### config.mk
export PLATFORM = sky130hd
export DESIGN_NAME = access_ctrl
export DESIGN_NICKNAME = d
export VERILOG_FILES = /design/src/rtl/access_ctrl_pkg.sv /design/src/rtl/access_ctrl_tick_gen.sv /design/src/rtl/access_ctrl.sv
export SDC_FILE = /design/constraint.sdc
export NUM_CORES = 1
export LEC_CHECK = 0
export ABC_AREA = 1
export CORE_UTILIZATION = 64
export CTS_CLUSTER_SIZE = 8
export DETAILED_ROUTE_END_ITERATION = 16
export DONT_BUFFER_PORTS = 1
export PLACE_DENSITY = 0.89
export REMOVE_ABC_BUFFERS = 1
export SETUP_SLACK_MARGIN = 0.5
export SYNTH_ARGS = -nofsm -noshare
export SYNTH_HDL_FRONTEND = slang
export SYNTH_HIERARCHICAL = 1
export SYNTH_SLANG_ARGS = --single-unit
### constraint.sdc
create_clock -name clk -period 3.5 [get_ports clk]
set_input_delay 0.35 -clock clk [delete_from_list [all_inputs] [get_ports clk]]
set_output_delay 0.35 -clock clk [all_outputs]
set_load 0.005 [all_outputs]
### src/rtl/access_ctrl_pkg.sv
// Shared definitions for the access-policy sequencer.
// Holds the FSM state encoding, the vga_status codes that the VGA status
// renderer decodes, and the ms-per-second constant used for lockout timing.
package access_ctrl_pkg;

    typedef enum logic [2:0] {
        S_SETUP   = 3'd0,
        S_IDLE    = 3'd1,
        S_GRANTED = 3'd2,
        S_DENIED  = 3'd3,
        S_LOCKED  = 3'd4
    } state_t;

    // vga_status codes, shared with the VGA renderer.
    localparam logic [1:0] ST_NEUTRAL = 2'd0;
    localparam logic [1:0] ST_GREEN   = 2'd1;
    localparam logic [1:0] ST_RED     = 2'd2;
    localparam logic [1:0] ST_LOCK    = 2'd3;

    localparam int MS_PER_S = 1000;

    // Display code shown while the sequencer sits in a given state.
    function automatic logic [1:0] status_of(state_t s);
        case (s)
            S_GRANTED: return ST_GREEN;
            S_DENIED:  return ST_RED;
            S_LOCKED:  return ST_LOCK;
            default:   return ST_NEUTRAL;
        endcase
    endfunction

endpackage

### src/rtl/access_ctrl_tick_gen.sv
// Millisecond prescaler.
// Counts enabled clk cycles and raises tick for one cycle on every
// TICK_DIV-th enabled cycle. clear restarts the count so the first tick
// after a clear arrives exactly TICK_DIV enabled cycles later.
// Ports:
//   clk, rst   - clock, asynchronous active-low reset
//   clear      - synchronous restart of the prescaler
//   en         - count enable (prescaler holds when low)
//   tick       - one-cycle pulse at the end of each TICK_DIV period
module access_ctrl_tick_gen #(
    parameter int TICK_DIV = 100000
) (
    input  logic clk,
    input  logic rst,
    input  logic clear,
    input  logic en,
    output logic tick
);

    localparam int CW = (TICK_DIV > 1) ? $clog2(TICK_DIV) : 1;
    localparam logic [CW-1:0] LAST = CW'(TICK_DIV - 1);

    logic [CW-1:0] cnt;

    always_ff @(posedge clk or negedge rst) begin
        if (!rst) begin
            cnt <= '0;
        end else if (clear) begin
            cnt <= '0;
        end else if (en) begin
            cnt <= (cnt == LAST) ? '0 : cnt + 1'b1;
        end
    end

    // Combinational from the count register only, so the FSM may derive
    // clear from a next-state that depends on tick without forming a loop.
    assign tick = en && (cnt == LAST);

endmodule

### src/rtl/access_ctrl.sv
// Access-policy sequencer between the password datapath and the VGA
// status renderer. Gates digit entry and password storage, times the
// green/red result display, counts consecutive failures and enforces a
// timed lockout. Sole driver of vga_status.
// Ports:
//   clk, rst            - clock, asynchronous active-low reset
//   verify_req          - pulse: entered code submitted
//   verify_match        - compare result, qualified by verify_req
//   pw_set_req          - pulse: user asks to change the password
//   set_done            - pulse: new password stored by the datapath
//   entry_en, set_en    - datapath permissions
//   vga_status          - 0 neutral, 1 green, 2 red, 3 locked
//   locked, lock_secs   - lockout flag and remaining seconds
//   fail_cnt            - consecutive-failure count
// All outputs come straight from flops; each reflects the input cycle
// before it.
module access_ctrl
    import access_ctrl_pkg::*;
#(
    parameter int TICK_DIV = 100000,
    parameter int GRANT_MS = 2000,
    parameter int DENY_MS  = 1000,
    parameter int LOCK_S   = 30,
    parameter int MAX_FAIL = 3
) (
    input  logic       clk,
    input  logic       rst,
    input  logic       verify_req,
    input  logic       verify_match,
    input  logic       pw_set_req,
    input  logic       set_done,
    output logic       entry_en,
    output logic       set_en,
    output logic [1:0] vga_status,
    output logic       locked,
    output logic [7:0] lock_secs,
    output logic [3:0] fail_cnt
);

    localparam int MS_GD  = (GRANT_MS > DENY_MS) ? GRANT_MS : DENY_MS;
    localparam int MS_MAX = (MS_GD > MS_PER_S) ? MS_GD : MS_PER_S;
    localparam int MS_W   = (MS_MAX > 1) ? $clog2(MS_MAX) : 1;

    localparam logic [MS_W-1:0] GRANT_LAST = MS_W'(GRANT_MS - 1);
    localparam logic [MS_W-1:0] DENY_LAST  = MS_W'(DENY_MS - 1);
    localparam logic [MS_W-1:0] SEC_LAST   = MS_W'(MS_PER_S - 1);

    state_t          state, state_nxt;
    logic [MS_W-1:0] ms_cnt, ms_nxt;
    logic [3:0]      fail_nxt;
    logic [7:0]      secs_nxt;
    logic            entry_nxt, set_nxt, locked_nxt;
    logic [1:0]      vga_nxt;
    logic            tick, timer_clr, timer_en;

    // The prescaler only runs in timed states and restarts on every state
    // change, so each display/lockout interval is measured from entry.
    assign timer_en  = (state == S_GRANTED) || (state == S_DENIED) ||
                       (state == S_LOCKED);
    assign timer_clr = (state_nxt != state);

    access_ctrl_tick_gen #(
        .TICK_DIV (TICK_DIV)
    ) u_tick (
        .clk   (clk),
        .rst   (rst),
        .clear (timer_clr),
        .en    (timer_en),
        .tick  (tick)
    );

    always_ff @(posedge clk or negedge rst) begin
        if (!rst) begin
            state      <= S_SETUP;
            ms_cnt     <= '0;
            fail_cnt   <= 4'd0;
            lock_secs  <= 8'd0;
            entry_en   <= 1'b1;
            set_en     <= 1'b1;
            vga_status <= ST_NEUTRAL;
            locked     <= 1'b0;
        end else begin
            state      <= state_nxt;
            ms_cnt     <= ms_nxt;
            fail_cnt   <= fail_nxt;
            lock_secs  <= secs_nxt;
            entry_en   <= entry_nxt;
            set_en     <= set_nxt;
            vga_status <= vga_nxt;
            locked     <= locked_nxt;
        end
    end

    always_comb begin
        state_nxt = state;
        ms_nxt    = ms_cnt;
        fail_nxt  = fail_cnt;
        secs_nxt  = lock_secs;

        case (state)
            S_SETUP: begin
                if (set_done) begin
                    state_nxt = S_IDLE;
                    fail_nxt  = 4'd0;
                end
            end
            S_IDLE: begin
                if (verify_req) begin
                    if (verify_match) begin
                        state_nxt = S_GRANTED;
                        fail_nxt  = 4'd0;
                    end else if (({1'b0, fail_cnt} + 5'd1) < 5'(MAX_FAIL)) begin
                        state_nxt = S_DENIED;
                        fail_nxt  = fail_cnt + 4'd1;
                    end else begin
                        // Saturates at MAX_FAIL rather than incrementing.
                        state_nxt = S_LOCKED;
                        fail_nxt  = 4'(MAX_FAIL);
                        secs_nxt  = 8'(LOCK_S);
                    end
                end
            end
            S_GRANTED: begin
                // A simultaneous verify_req suppresses the set request.
                if (pw_set_req && !verify_req) begin
                    state_nxt = S_SETUP;
                end else if (tick) begin
                    if (ms_cnt == GRANT_LAST) state_nxt = S_IDLE;
                    else                      ms_nxt    = ms_cnt + 1'b1;
                end
            end
            S_DENIED: begin
                if (tick) begin
                    if (ms_cnt == DENY_LAST) state_nxt = S_IDLE;
                    else                     ms_nxt    = ms_cnt + 1'b1;
                end
            end
            S_LOCKED: begin
                if (tick) begin
                    if (ms_cnt == SEC_LAST) begin
                        ms_nxt = '0;
                        if (lock_secs <= 8'd1) begin
                            state_nxt = S_IDLE;
                            fail_nxt  = 4'd0;
                        end else begin
                            secs_nxt = lock_secs - 8'd1;
                        end
                    end else begin
                        ms_nxt = ms_cnt + 1'b1;
                    end
                end
            end
            default: begin
                state_nxt = S_SETUP;
                fail_nxt  = 4'd0;
            end
        endcase

        if (state_nxt != state) ms_nxt = '0;
        if (state_nxt != S_LOCKED) secs_nxt = 8'd0;

        entry_nxt  = (state_nxt == S_SETUP) || (state_nxt == S_IDLE);
        set_nxt    = (state_nxt == S_SETUP);
        locked_nxt = (state_nxt == S_LOCKED);
        vga_nxt    = status_of(state_nxt);
    end

endmodule

== Yosys cells after proc, flatten, opt, wreduce, memory -nomap -nowiden ==
Index checks and enable logic that the tools add are counted.

* Eq/ne operators: 30
* $add $sub $neg: 5
* Bitwise gates (word level): 1
* Magnitude comparators: 2
* Muxes and demuxes: 42
* Reduce and logical (&&, ||, !) cells: 15

{| class="wikitable"
|+ Operator list
! kind !! number
|-
| 11-bit two-way mux || 8
|-
| 8-bit two-way mux || 7
|-
| 17-bit two-way mux || 3
|-
| 3-bit two-way mux || 12
|-
| 11-bit one-hot mux with 3 select lines || 1
|-
| 3-bit != test (second input constant) || 10
|-
| 4-bit two-way mux || 7
|-
| 17-bit by 1-bit adder with 17-bit output (second input constant) || 1
|-
| 17-bit equality test (second input constant) || 1
|-
| 4-bit one-hot mux with 4 select lines || 1
|-
| 8-bit one-hot mux with 2 select lines || 1
|-
| 3-bit one-hot mux with 5 select lines || 1
|-
| 7-bit AND reduction || 2
|-
| 3-bit by 2-bit equality test with 1-bit output (second input constant) || 4
|-
| 11-bit by 1-bit adder with 11-bit output (second input constant) || 1
|-
| 11-bit by 10-bit equality test with 1-bit output (second input constant) || 1
|-
| 11-bit equality test (second input constant) || 1
|-
| 8-bit by 1-bit less-or-equal comparator with 1-bit output (second input constant) || 1
|-
| 8-bit by 1-bit subtractor with 8-bit output (second input constant) || 1
|-
| 3-bit by 1-bit equality test with 1-bit output (second input constant) || 2
|-
| 3-bit equality test (second input constant) || 2
|-
| 3-bit zero test || 2
|-
| 2-bit != test (second input constant) || 3
|-
| 3-bit by 2-bit != test with 1-bit output (second input constant) || 2
|-
| other kinds (16) || 20
|}

* Output and inout port bits: 17
* Flip-flop bits (word level): 48
* Bits of input ports: 6

== Depth between registers and ports, before layout ==
* Depth in word-level cells: 10
* Gate-level depth with buffers: 23

== Hierarchy ==
Netlist, hierarchy kept.

{| class="wikitable"
|+ By module, submodules not included
! module !! area an instance (sq um) !! cells each !! times used
|-
| access_ctrl || 2,016.9 || 277 || 1
|-
| access_ctrl_tick_gen || 1,171.1 || 175 || 1
|}

== Worst setup path after synthesis ==
No wires, ideal clock.

* Path kind: register to register
* Start point: register state[0]
* End point: register u_tick.cnt[15]
* Library setup time: 0.115 ns
* Arrival time: 2.723 ns
* Path buffers: 3
* Stages on the path, launching flop included: 24
* Data required time: 3.385 ns
* Setup slack: 0.663 ns
* Cell sequence: dfrtp_1 -> inv_2 -> nand2_2 -> nor2_4 -> inv_2 -> clkbuf_1 -> nand2_1 -> inv_1 -> nor2_1 -> nand4_1 -> nor2_1 -> nor2_2 -> nand2_4 -> nand2_2 -> nand2_2 -> nand2_2 -> buf_6 -> nor2_4 -> inv_1 -> buf_4 -> nand2_1 -> nand2_1 -> nand2_1 -> nor2_2

* Cells in the longest elaborated chain, start to end: 9
* Elaborated cells on any way between the ends: 22

{| class="wikitable"
|+ RTL lines
! element !! line !! RTL
|-
| start, declared || access_ctrl.sv:48 || <nowiki>state_t state, state_nxt;</nowiki>
|-
| start signal, assigned || access_ctrl.sv:83 || <nowiki>state <= state_nxt;</nowiki>
|-
| 3-bit by 2-bit equality test with 1-bit output || access_ctrl.sv:58 || <nowiki>assign timer_en = (state == S_GRANTED) || (state == S_DENIED) ||</nowiki>
|-
| 1-bit logical OR || access_ctrl.sv:58 ||
|-
| 1-bit logical OR * || access_ctrl.sv:58 ||
|-
| named net timer_en || access_ctrl.sv:54 || <nowiki>logic tick, timer_clr, timer_en;</nowiki>
|-
| 1-bit logical AND * || access_ctrl_tick_gen.sv:37 || <nowiki>assign tick = en && (cnt == LAST);</nowiki>
|-
| named net tick || access_ctrl.sv:54 ||
|-
| 3-bit two-way mux || access_ctrl.sv:127 || <nowiki>end else if (tick) begin</nowiki>
|-
| 3-bit two-way mux || access_ctrl.sv:125 || <nowiki>if (pw_set_req && !verify_req) begin</nowiki>
|-
| 3-bit one-hot mux with 5 select lines * || access_ctrl.sv:100 || <nowiki>case (state)</nowiki>
|-
| named net state_nxt[0] || access_ctrl.sv:48 ||
|-
| 3-bit != test * || access_ctrl.sv:60 || <nowiki>assign timer_clr = (state_nxt != state);</nowiki>
|-
| named net timer_clr || access_ctrl.sv:54 ||
|-
| 17-bit two-way mux or 2-bit nonzero test (tied branches) || -- ||
|-
| end signal, assigned || access_ctrl_tick_gen.sv:31 || <nowiki>cnt <= (cnt == LAST) ? '0 : cnt + 1'b1;</nowiki>
|-
| end, declared || access_ctrl_tick_gen.sv:23 || <nowiki>logic [CW-1:0] cnt;</nowiki>
|}

Mark *: on every way through the listed nets, which the timed path passes. The rest lies on a longest branch.
A chain may end at the register's enable or synchronous reset.

== Worst setup path after layout ==
* Start point: register u_tick.cnt[1]
* End point: register u_tick.cnt[8]

* Cells in the longest elaborated chain, start to end: 7
* Elaborated cells on any way between the ends: 13

{| class="wikitable"
|+ RTL lines
! element !! line
|-
| 17-bit equality test * || access_ctrl_tick_gen.sv:37
|-
| 1-bit logical AND * || access_ctrl_tick_gen.sv:37
|-
| named net tick || access_ctrl.sv:54
|-
| 3-bit two-way mux || access_ctrl.sv:127
|-
| 3-bit two-way mux || access_ctrl.sv:125
|-
| 3-bit one-hot mux with 5 select lines * || access_ctrl.sv:100
|-
| named net state_nxt[0] || access_ctrl.sv:48
|-
| 3-bit != test * || access_ctrl.sv:60
|-
| 17-bit two-way mux or 2-bit nonzero test (tied branches) || --
|}

Mark *: on every way through the listed nets, which the timed path passes. The rest lies on a longest branch. The select of a mux whose other input is x is not followed.

==> reports/results.txt <==
In this run the core area contains 25 standard-cell rows. The total area inside the core boundary comes to 4750 um2. The share of async-settable or async-resettable flops after synthesis is 1.00, and the count of clock tree sinks is 48.

The sink of the worst hold path was locked$_DFF_PN0_. The sequential area share after synthesis was 0.378. In this run the worst path has a maximum fanout of 7.

The vertical die dimension is 72.6 um. Counting the fill cells in the layout gives 401. Total power after layout: 1.92 mW. The repair_antennas step left the layout with diodes totalling 0. The tools report the number of buffers inserted during clock tree synthesis as 5. In the routed layout, each cell is associated on average with a via count of 5.56. The cell count after synthesis came out at 452. In this run the remaining antenna-violating nets after routing total 0. The clock tree synthesis step divided the H-tree into 2 levels.

The remaining global-route overflow came out at 0. The logs give 2652 for the number of global-route vias before repair and 0.953 for the placer congestion estimate. The tools report the startpoint of the most critical hold path as verify_req.

In this run the power density over the cells is 558 nW/um2. The final-layout worst hold slack was 0.246 ns; the number of port buffers was 0. The tree is rooted in a sky130_fd_sc_hd__clkbuf_8. The run gives 472 as the final layout net count.

The die is 72.6 um wide. 23 I/O pins were placed. Dividing the detail-routed wire length by the instance count gives 13.1 um. The post-synthesis instance area was 3190 um2; the count of unresolved DRC violations after routing was 0.

Compared with the post-synthesis result, the final layout area differs by 7.77%. In this run the critical register-to-register path is captured at u_tick/cnt[8]$_DFFE_PN0P_. The worst path needs 2.83 ns of the cycle, external delays included. Final count of pins violating max slew: 0. The largest net degree at the start of global routing is 49. The share of the cycle needed by the critical path after routing is 0.807. The cell count of the worst reg-to-reg path is 19. Class of the worst hold path: in2reg. For flop-to-flop paths, the worst setup slack is 0.67 ns. The run gives 6 as the number of warning messages in the yosys log.

Setup repair after global routing left no endpoint under its margin. The maximum frequency from static timing analysis was 354 MHz. The slew at the pin closest to its max-slew limit came out at 0.547 ns. VDD sags by at most 518 uV. The clock input transition at the sequential cells of the worst setup and hold paths works out to 0.09 ns.

The tools report the initial antenna violation count as 0. The wire length of the first global-routing pass was 11600 um. For the overall routing resource usage, the log shows 0.282.

STA puts the critical path data required time at 3.69 ns. The run gives 2 as the maximum count of clock buffers along a single path. The proportion of layout cells with a drive suffix above 1 is 0.149, and the violation count after the first detailed-route iteration is 225. The tools report the hold violation count in the final report as 0.

The floorplan step defined a die boundary enclosing 5270 um2. Synthesis inferred 48 register bits. Counting distinct cell types in the post-synthesis netlist gives 39.

The most used flip-flop cell after synthesis is sky130_fd_sc_hd__dfrtp_1. Sort of element at the end of the critical path: a register. The logs give 1.57 nW for the leakage dissipation and 0.632 for the worst relative slew slack. Setup violations remaining at the end of the flow were counted as 0. Wires add up to 6930 um.

The source-to-sink clock delay at the later pin of the worst-skew pair is 0.30 ns. Data arrival time of the critical path: 3.01 ns. The worst setup path is of the reg2reg kind. TritonCTS built the clock tree.

Max-cap violations in this run came to 0. Each instance of the synthesized netlist takes up on average 7.05 um2. The worst hold path was traced through 2 stages. The starting density of the core is 0.671. The worst setup path is launched from a register. On the final layout, the worst clock skew is 0.00988 ns. The tools report the placed wire-length estimate as 4890 um. The number of flops mapped to enable cells by yosys was 0. The logs give 2941 for the number of vias after detailed routing and 5 for the number of detailed-route iterations in the first pass. The flow ran to the end, and the final reports show no timing, DRC or antenna violations. Summed over all failing endpoints, the final setup total negative slack is 0 ns. The worst register-to-register path begins at u_tick/cnt[1]$_DFFE_PN0P_.
-- per-layer routing --
layer | GRT usage | share of wire | vias to the layer above
li1 | - | - | 1471
met1 | 0.387 | 0.46 | 1360
met2 | 0.459 | 0.48 | 98
met3 | 0.0525 | 0.055 | 12
met4 | 0.0806 | 0.013 | 0
met5 | 0 | 0 | -
-- registers in the layout, summed over array words and instances, names as in the netlist --
| register | cells |
|---|---|
| state | 3 |
| fail_cnt | 4 |
| u_tick/cnt | 17 |
| locked | 1 |
| vga_status | 2 |
| lock_secs | 8 |
| set_en | 1 |
| ms_cnt | 11 |
| entry_en | 1 |
-- synthesized netlist by cell type (3+ instances only) --
library cell              count  share of area
sky130_fd_sc_hd__nand3_1     43          0.068
sky130_fd_sc_hd__a21oi_1      8          0.013
sky130_fd_sc_hd__nor2_4       3          0.011
sky130_fd_sc_hd__nor2_2      18          0.035
sky130_fd_sc_hd__o21ai_0     18          0.028
sky130_fd_sc_hd__nand2_2     10          0.020
sky130_fd_sc_hd__o22ai_1      4         0.0078
sky130_fd_sc_hd__ha_1         5          0.020
sky130_fd_sc_hd__dfrtp_1     46           0.36
sky130_fd_sc_hd__nand4_1     19          0.037
sky130_fd_sc_hd__nand2_1    102           0.12
sky130_fd_sc_hd__xnor2_1      4          0.011
sky130_fd_sc_hd__inv_1       54          0.064
sky130_fd_sc_hd__inv_2        6         0.0071
sky130_fd_sc_hd__or2_2        3         0.0059
sky130_fd_sc_hd__nor2_1      72          0.085
sky130_fd_sc_hd__nor3_1       6         0.0094
sky130_fd_sc_hd__xor2_1       6          0.016
-- kinds of logic after synthesis --
kind of cell    count (synthesis)  synth area share
simple gates                  282             0.412
buf+inv                        68            0.0883
flops                          48             0.378
compound gates                 39            0.0746
xor+xnor                       10            0.0275
fa+ha+maj                       5            0.0196
-- layout by cell type (no fill, tap or decap), types with 4 or more instances in the layout --
master / synthesis / routed
sky130_fd_sc_hd__nand2_1: 102 / 101
sky130_fd_sc_hd__nor2_1: 72 / 70
sky130_fd_sc_hd__inv_1: 54 / 53
sky130_fd_sc_hd__dfrtp_1: 46 / 46
sky130_fd_sc_hd__nand3_1: 43 / 43
sky130_fd_sc_hd__nor2_2: 18 / 20
sky130_fd_sc_hd__nand4_1: 19 / 19
sky130_fd_sc_hd__o21ai_0: 18 / 18
sky130_fd_sc_hd__nand2_2: 10 / 10
sky130_fd_sc_hd__a21oi_1: 8 / 8
sky130_fd_sc_hd__nor3_1: 6 / 6
sky130_fd_sc_hd__xor2_1: 6 / 6
sky130_fd_sc_hd__clkbuf_8: 0 / 6
sky130_fd_sc_hd__buf_4: 1 / 6
sky130_fd_sc_hd__inv_2: 6 / 5
sky130_fd_sc_hd__xnor2_1: 4 / 4
sky130_fd_sc_hd__o22ai_1: 4 / 4
sky130_fd_sc_hd__ha_1: 5 / 4
-- area by class of cell --
| type | instances | area, um2 | share of cell area |
|---|---|---|---|
| clock buffer | 8 | 90.1 | 0.0262 |
| inverter | 61 | 240 | 0.0699 |
| multi-input combinational | 336 | 1730 | 0.503 |
| sequential | 48 | 1200 | 0.350 |
| tap | 67 | 83.8 | 0.0244 |
| timing repair buffer | 8 | 82.6 | 0.0240 |
| timing repair inverter | 1 | 7.51 | 0.00218 |
-- worst max path at each step --
| stage | depth (start not counted) | start | endpoint | slack [ns] |
|---|---|---|---|---|
| after global placement | 19 | state[0]$_DFF_PN0_ | u_tick/cnt[8]$_DFFE_PN0P_ | 0.67 |
| after CTS | 20 | state[0]$_DFF_PN0_ | u_tick/cnt[8]$_DFFE_PN0P_ | 0.58 |
| after detailed placement | 19 | state[0]$_DFF_PN0_ | u_tick/cnt[8]$_DFFE_PN0P_ | 0.50 |
| final | 19 | u_tick/cnt[1]$_DFFE_PN0P_ | u_tick/cnt[8]$_DFFE_PN0P_ | 0.67 |
| after floorplan | 19 | state[0]$_DFF_PN0_ | u_tick/cnt[8]$_DFFE_PN0P_ | 0.76 |
| after global routing | 19 | state[0]$_DFF_PN0_ | u_tick/cnt[8]$_DFFE_PN0P_ | 0.47 |
-- worst max-delay path: stages (launching register included) --
cell,delay (ns)
sky130_fd_sc_hd__dfrtp_1,0.43
sky130_fd_sc_hd__ha_4,0.17
sky130_fd_sc_hd__nand2_1,0.06
sky130_fd_sc_hd__nor2_2,0.11
sky130_fd_sc_hd__nand2_1,0.11
sky130_fd_sc_hd__nor2_1,0.11
sky130_fd_sc_hd__nand4_1,0.12
sky130_fd_sc_hd__nor2_2,0.21
sky130_fd_sc_hd__nand4_1,0.15
sky130_fd_sc_hd__nor2_1,0.14
sky130_fd_sc_hd__nor2_2,0.08
sky130_fd_sc_hd__nand2_4,0.08
sky130_fd_sc_hd__nand2_2,0.05
sky130_fd_sc_hd__nand2_2,0.05
sky130_fd_sc_hd__nand2_2,0.06
sky130_fd_sc_hd__nor2_4,0.20
sky130_fd_sc_hd__clkinvlp_4,0.24
sky130_fd_sc_hd__nand2_2,0.14
sky130_fd_sc_hd__xor2_1,0.15
sky130_fd_sc_hd__nor2_1,0.06
-- metrics by stage --
stage                     instance area, um2  std cells  setup WS (ns)   util
after floorplan                         3140        445          0.764      -
after global placement                  3230        513          0.675  0.680
after detailed placement                3230        513          0.497  0.680
after CTS                               3390        527          0.578  0.713
after global routing                    3440        529          0.468  0.723
final                                   3440        529          0.674  0.723
-- report_power, final --
group,total [mW],internal (mW),switching [mW]
registers,0.695,0.629,0.0658
logic,0.881,0.281,0.599
clock network,0.342,0.161,0.180
-- timing repair --
| item | 4_1_cts | 5_1_grt |
|---|---|---|
| endpoints found under the hold margin | 48 | 0 |
| resized for setup | 1 | 8 |
| pin swaps | 1 | 4 |
| setup buffers | 3 | 2 |
| cloned | 1 | 0 |
| hold buffers | 2 | 0 |
| endpoints found under the setup margin | 5 | 16 |
No activity file was read; power rests on OpenSTA's default activity.
